### src/rtl/key_conditioner.sv
// Button front end for the metronome: synchronizes and debounces five raw buttons,
// turns tempo up/down presses into single pulses with auto-repeat, and latches the meter selection.
module key_conditioner #(
    parameter int DB_LEN     = 2,
    parameter int REP_DELAY  = 12,
    parameter int REP_PERIOD = 3
) (
    input  logic       dclk22,
    input  logic       rst,
    input  logic       btn_up,
    input  logic       btn_down,
    input  logic       btn_m2,
    input  logic       btn_m3,
    input  logic       btn_m4,
    output logic       up,
    output logic       down,
    output logic [2:0] meter,
    output logic       repeating
);

    localparam int NB = 5;
    localparam logic [3:0] DB_LAST     = 4'(DB_LEN - 1);
    localparam logic [7:0] HOLD_LAST   = 8'(REP_DELAY - 1);
    localparam logic [7:0] PERIOD_LAST = 8'(REP_PERIOD);

    typedef enum logic [1:0] {IDLE, FIRST, HOLD, REPEAT} chan_state_t;

    // Bit order everywhere: 0 up, 1 down, 2 m2, 3 m3, 4 m4.
    logic [NB-1:0] raw;
    logic [NB-1:0] s1;
    logic [NB-1:0] s2;
    logic [NB-1:0] db;
    logic [1:0]    pulse;
    logic [1:0]    rep;
    logic [2:0]    mdb_q;
    logic [2:0]    mrise;
    logic          conflict;

    function automatic logic [7:0] sat_inc(input logic [7:0] v);
        return (v == 8'hFF) ? v : v + 8'd1;
    endfunction

    assign raw = {btn_m4, btn_m3, btn_m2, btn_down, btn_up};

    always_ff @(posedge dclk22) begin
        if (rst) begin
            s1 <= '0;
            s2 <= '0;
        end else begin
            s1 <= raw;
            s2 <= s1;
        end
    end

    generate
        for (genvar i = 0; i < NB; i++) begin : g_db
            logic       lvl;
            logic [3:0] cnt;

            always_ff @(posedge dclk22) begin
                if (rst) begin
                    lvl <= 1'b0;
                    cnt <= '0;
                end else if (s2[i] == lvl) begin
                    cnt <= '0;
                end else if (cnt == DB_LAST) begin
                    lvl <= s2[i];
                    cnt <= '0;
                end else begin
                    cnt <= cnt + 4'd1;
                end
            end

            assign db[i] = lvl;
        end
    endgenerate

    assign conflict = db[0] & db[1];

    // One FSM per tempo channel. The lock keeps a channel quiet after an up/down
    // conflict until its own button has been seen released.
    generate
        for (genvar c = 0; c < 2; c++) begin : g_ch
            chan_state_t st;
            logic [7:0]  cnt;
            logic        lock;
            logic        pls;

            always_ff @(posedge dclk22) begin
                if (rst) begin
                    st   <= IDLE;
                    cnt  <= '0;
                    lock <= 1'b0;
                    pls  <= 1'b0;
                end else if (conflict) begin
                    st   <= IDLE;
                    cnt  <= '0;
                    lock <= 1'b1;
                    pls  <= 1'b0;
                end else if (!db[c]) begin
                    st   <= IDLE;
                    cnt  <= '0;
                    lock <= 1'b0;
                    pls  <= 1'b0;
                end else begin
                    pls <= 1'b0;
                    case (st)
                        IDLE: begin
                            if (!lock) begin
                                st  <= FIRST;
                                pls <= 1'b1;
                            end
                        end
                        FIRST: begin
                            st  <= HOLD;
                            cnt <= 8'd1;
                        end
                        HOLD: begin
                            if (cnt == HOLD_LAST) begin
                                st  <= REPEAT;
                                cnt <= 8'd1;
                                pls <= 1'b1;
                            end else begin
                                cnt <= sat_inc(cnt);
                            end
                        end
                        REPEAT: begin
                            if (cnt == PERIOD_LAST) begin
                                cnt <= 8'd1;
                                pls <= 1'b1;
                            end else begin
                                cnt <= sat_inc(cnt);
                            end
                        end
                        default: st <= IDLE;
                    endcase
                end
            end

            assign pulse[c] = pls;
            assign rep[c]   = (st == REPEAT);
        end
    endgenerate

    assign up        = pulse[0];
    assign down      = pulse[1];
    assign repeating = |rep;

    assign mrise = db[4:2] & ~mdb_q;

    always_ff @(posedge dclk22) begin
        if (rst) begin
            meter <= 3'b001;
            mdb_q <= '0;
        end else begin
            mdb_q <= db[4:2];
            if (mrise[2])      meter <= 3'b001;
            else if (mrise[1]) meter <= 3'b010;
            else if (mrise[0]) meter <= 3'b100;
        end
    end

endmodule
### config.mk
export PLATFORM = sky130hd
export DESIGN_NAME = key_conditioner
export DESIGN_NICKNAME = d
export VERILOG_FILES = /design/src/rtl/key_conditioner.sv
export SDC_FILE = /design/constraint.sdc
export NUM_CORES = 1
export LEC_CHECK = 0
export ABC_AREA = 0
export BUFFER_PORTS_ARGS = -buffer_cell sky130_fd_sc_hd__buf_4
export CAP_MARGIN = 20
export CORE_MARGIN = 4
export CORE_UTILIZATION = 48
export CTS_BUF_LIST = sky130_fd_sc_hd__clkbuf_4
export CTS_CLUSTER_DIAMETER = 200
export DETAILED_ROUTE_END_ITERATION = 10
export PLACE_DENSITY = 0.76
export SKIP_CTS_REPAIR_TIMING = 1
export SLEW_MARGIN = 20
export SYNTH_ARGS = -nofsm -noshare
export SYNTH_HDL_FRONTEND = slang
export SYNTH_SLANG_ARGS = --single-unit
### constraint.sdc
create_clock -name dclk22 -period 4.8 [get_ports dclk22]
set_input_delay 0.24 -clock dclk22 [delete_from_list [all_inputs] [get_ports dclk22]]
set_output_delay 0.24 -clock dclk22 [all_outputs]
set_load 0.05 [all_outputs]
Word level (Yosys, flattened, before mapping):

Index checks and enable logic that the tools add are counted.

* bitwise gates (word level): 10
* reductions and logical operators: 24
* add/subtract/negate cells: 7
* equal/unequal tests: 28
* mux-type cells: 28

Operators by type and width (number)
* $mux W8: 6
* $pmux W8 S3: 2
* $reduce_or A3 Y1: 8
* $add A4 B1 Y4 const B: 5
* $eq A4 B1 Y1 const B: 5
* $add A8 B1 Y8 const B: 2
* $eq A8 B2 Y1 const B: 2
* $eq A8 B4 Y1 const B: 2
* $eq A8 B8 Y1 const B: 2
* $mux W2: 6
* $ne A2 B2 Y1 const B: 6
* $pmux W2 S3: 2
* $reduce_bool A3 Y1: 4
* $mux W1: 10
* $reduce_and A2 Y1: 5
* $eq A2 B2 Y1 const B: 4
* $not A1 Y1: 7
* $pmux W1 S3: 2
* $reduce_and A3 Y1: 2
* $eq A1 B1 Y1: 5
* $eq A2 B1 Y1 const B: 2
* $logic_not A2 Y1: 2
* $reduce_or A2 Y1: 2
* $and A3 B3 Y3: 1
* other kinds (3): 3

* output and inout port bits: 6
* register bits: 65
* bits of input ports: 7

Longest topological paths before layout:

* depth after elaboration: 4
* depth in mapped cells: 7

Worst setup path before layout:

Ideal clock, no wire load.

* path type: register to register
* start point: register g_ch[0].cnt[0]
* end point: register g_ch[0].cnt[4]
* setup slack: 3.160 ns
* clock period less this slack: 1.640 ns
* cell stages (with the launch flop): 7
* arrival time: 1.554 ns
* buffers on the path: 1
* data required time: 4.714 ns
* path through: dfxtp_1 ha_1 nor4b_2 a311oi_2 buf_6 nand4_1 a221oi_2

* word-level cells in the longest chain between the ends: 4

Ends and longest elaborated chain
* start, declared: line 85 `logic [7:0] cnt;`
* start signal, assigned: line 124 `cnt <= sat_inc(cnt);`
* start signal, assigned: line 132 `cnt <= sat_inc(cnt);`
* $add A8 B1 Y8 / $eq A8 B8 Y1 (equally long branches): line 40 `return (v == 8'hFF) ? v : v + 8'd1;`
* $mux W8: line 40
* $mux W8 (on tied branches): line 128, 119
* $pmux W8 S3 (*): line 107 `case (st)`

Every way passes the cells marked *; elsewhere a longest branch is shown, timed or not.
A chain may end at the register's enable or synchronous reset.

Worst setup path after layout:

* start point: register g_ch[0].st[0]
* end point: register g_ch[0].cnt[6]

* word-level cells in the longest chain between the ends: 2

Ends and longest elaborated chain
* start, declared: line 84 `chan_state_t st;`
* start signal, assigned: line 91 `st <= IDLE;`
* start signal, assigned: line 96 `st <= IDLE;`
* start signal, assigned: line 101 `st <= IDLE;`
* $eq A2 B2 Y1 / $eq A2 B1 Y1 (equally long branches): line 107
* $pmux W8 S3 / $reduce_bool A3 Y1 (equally long branches)

Parallel ways exist; a longest one is shown, timed or not.

==> metrics.md <==
| Metric | Value |
|---|---|
| Layout cells sized above 1 | `12.8%` |
| Mapped Area | `3030 um^2` |
| Placed Area | `3140 um^2` |
| Die Y | `87.5 um` |
| Core Region | `6030 um^2` |
| Critical path origin | `g_ch[0].st[0]$_SDFFE_PP0P_` |
| Vias post-DR | `2240` |
| First-pass GRT wire length | `9.11 mm` |
| Setup violators final | `0` |
| Min-Delay Endpoint | `s1[0]$_SDFF_PP0_` |
| DR WL/cell | `12.3 um` |
| Starting density of the core | `50.4%` |
| Syn Area/Cell | `9.48 um^2` |
| DR iter-0 viols | `106` |
| DRC | `0` |
| Latest clock arrival within the worst-skew pair | `0.41 ns` |
| Global Route Usage Sum | `14.9%` |
| Initial antenna violation count | `0` |
| Clock buffer count from CTS | `9` |
| Register area share after synthesis | `42.9%` |
| Fin Setup TNS | `0 ns` |
| Setup slack, reg-to-reg | `2.68 ns` |
| Dpl ws | `2.72 ns` |
| Worst path required time | `5.13 ns` |
| Fin area | `3280 um^2` |
| Final hold vios | `0` |
| Tmin final | `2.12 ns` |
| DP HPWL | `3.53 mm` |
| Post-route ant nets | `0` |
| Asr flop ratio synth | `0%` |
| Cells after synthesis | `320` |
| Worst setup path class | `flop to flop` |
| Synth unique cells | `47` |
| Status | `finished clean` |
| Longest Clk Path Bufs | `2` |
| Fillers | `545` |
| Clock skew | `0.00810 ns` |
| PwrDens | `284 nW/um^2` |
| Layout Nets | `360` |
| VDD IR max | `0.179 mV` |
| Clk root buf | `clkbuf_4` |
| Largest net degree at the start of global routing | `31` |
| Area Overhead vs Synth | `8.17%` |
| Hold depth | `2` |
| Die ar. | `7660 um^2` |
| Rows | `28` |
| Ys Warns | `0` |
| RD Place Congestion | `0.846` |
| Pleak | `1.22 nW` |
| Period utilisation layout | `44.2%` |
| First drt pass iteration count | `4` |
| HP Start | `btn_up` |
| MaxCap Viol Count | `0` |
| Ant diodes | `0` |
| Mapped Nets | `349` |
| CP arrival | `2.45 ns` |
| Synth Flop Type | `dfxtp_1` |
| Remaining global-route overflow | `0` |
| Worst setup SP type | `flop` |
| Die Width | `87.5 um` |
| IO buf count | `12` |
| H-tree depth | `3` |
| CTS tree | `yes` |
| Worst min path class | `input port to flop` |
| Clock Sinks | `65` |
| Seq cells post-synth | `65` |
| Placed Cells | `395` |
| Fin util | `54.5%` |
| Total Wirelength | `5.05 mm` |
| CP max FO | `14` |
| Via density | `5.45` |
| Max Clk Rate | `0.472 GHz` |
| Worst setup EP type | `flop` |
| Fin cells | `411` |
| RSZ-0062 raised after global routing | `no` |
| Clock-pin slew on the worst setup and hold paths | `0.11 ns` |
| R2r startpoint | `g_ch[0].st[0]$_SDFFE_PP0P_` |
| Final slew viol count | `0` |
| Final worst setup slack | `2.68 ns` |
| EDFF count, synth | `0` |
| R2R cell count | `5` |
| Reg-to-Reg End | `g_ch[0].cnt[6]$_SDFFE_PP0P_` |
| Worst-margin pin slew | `0.851 ns` |
| Rel. slew slack | `43.2%` |
| I/O pins | `13` |
| Vias in the first global route | `2088` |
## cell usage after synthesis (all sizes together) (4+ instances only)
cell / count / share of area, %
a21o: 4 / 0.99
a21oi: 14 / 2.3
a31oi: 4 / 0.82
buf: 6 / 1.7
clkbuf: 6 / 0.74
dfxtp: 65 / 43
ha: 22 / 9.1
inv: 15 / 1.9
mux2i: 7 / 2.3
nand2: 8 / 0.99
nand3: 15 / 2.6
nand4: 7 / 1.4
nor2: 40 / 4.9
nor2b: 14 / 2.9
nor3: 8 / 1.3
nor3b: 9 / 2.2
o211ai: 4 / 0.99
o21ai: 9 / 1.5
or3: 7 / 1.4
xnor2: 10 / 2.9
xor2: 5 / 1.4
## metal layers
layer  up-vias  GRT usage, %  share of wire [%]
li1       1152             -                  -
met1      1043          18.4                 48
met2        35          23.9                 47
met3        10          3.50                3.3
met4         0          8.65                2.6
met5         -             0                  0
## worst max-delay path by stage
| stage | end | slack, ns |
|---|---|---|
| 2_1_floorplan | g_ch[0].cnt[4]$_SDFFE_PP0P_ | 3.16 |
| 6_report | g_ch[0].cnt[6]$_SDFFE_PP0P_ | 2.68 |
| 3_3_place_gp | g_ch[0].cnt[6]$_SDFFE_PP0P_ | 2.82 |
| 3_5_place_dp | g_ch[0].cnt[6]$_SDFFE_PP0P_ | 2.72 |
| 5_1_grt | g_ch[0].cnt[6]$_SDFFE_PP0P_ | 2.46 |
| 4_1_cts | g_ch[0].cnt[6]$_SDFFE_PP0P_ | 2.68 |
## registers in the layout, indices dropped and copies added, names as in the netlist
name       cells
down           1
g_ch.cnt      16
g_ch.lock      2
g_ch.st        4
g_db.cnt      20
g_db.lvl       5
mdb_q          3
meter          3
s1             5
s2             5
up             1
## where the power goes
part	internal (mW)	total, mW	switching [mW]
clock network	0.158	0.362	0.204
logic	0.0109	0.0219	0.0109
registers	0.545	0.549	0.00372
## stage by stage
stage	power [mW]	hold slack, ns
2_1_floorplan	0.576	0.368
3_3_place_gp	0.583	0.423
3_5_place_dp	0.584	0.426
4_1_cts	0.947	0.0136
5_1_grt	0.972	0.0167
6_report	0.933	0.0360
## layout make-up
class	instances	area, um^2	area share, %
clock inverters	7	70.1	2.13
inverters	15	56.3	1.72
multi-input cells	228	1600	48.8
repair buffers	12	90.1	2.74
well taps	75	93.8	2.86
clock buffers	9	67.6	2.06
flip-flops and latches	65	1300	39.6
## cell usage in the layout (no fill, tap or decap), types with 3 or more instances in the layout
cell type	netlist	final
a211oi_1	3	3
a21o_1	4	4
a21oi_1	14	14
a31oi_1	4	4
a41oi_1	3	3
and3_1	3	3
buf_4	1	12
clkbuf_4	0	9
dfxtp_1	65	65
ha_1	22	22
inv_1	15	15
mux2i_1	7	7
nand2_1	8	8
nand2b_1	3	3
nand3_1	14	14
nand4_1	7	7
nor2_1	40	40
nor2b_1	14	14
nor3_1	8	8
nor3b_1	9	9
o211ai_1	4	4
o21ai_0	9	9
o31ai_1	3	3
or3_1	7	7
xnor2_1	10	10
xor2_1	5	5
## kinds of logic after synthesis
| family | count (synthesis) | synth area share (%) |
|---|---|---|
| simple gates | 124 | 22.5 |
| flops | 65 | 42.9 |
| compound gates | 58 | 13.9 |
| fa+ha+maj | 22 | 9.07 |
| buf+inv | 27 | 4.29 |
| mux | 9 | 3.05 |
| xor+xnor | 15 | 4.33 |
## worst max-delay path: stages (launching register included)
cell and delay [ns]:
dfxtp_1 0.42, inv_1 0.09, ha_1 0.36, a311oi_2 0.70, o21ai_0 0.21, a221oi_2 0.26
Note: power is estimated with default switching activity, not from simulation.
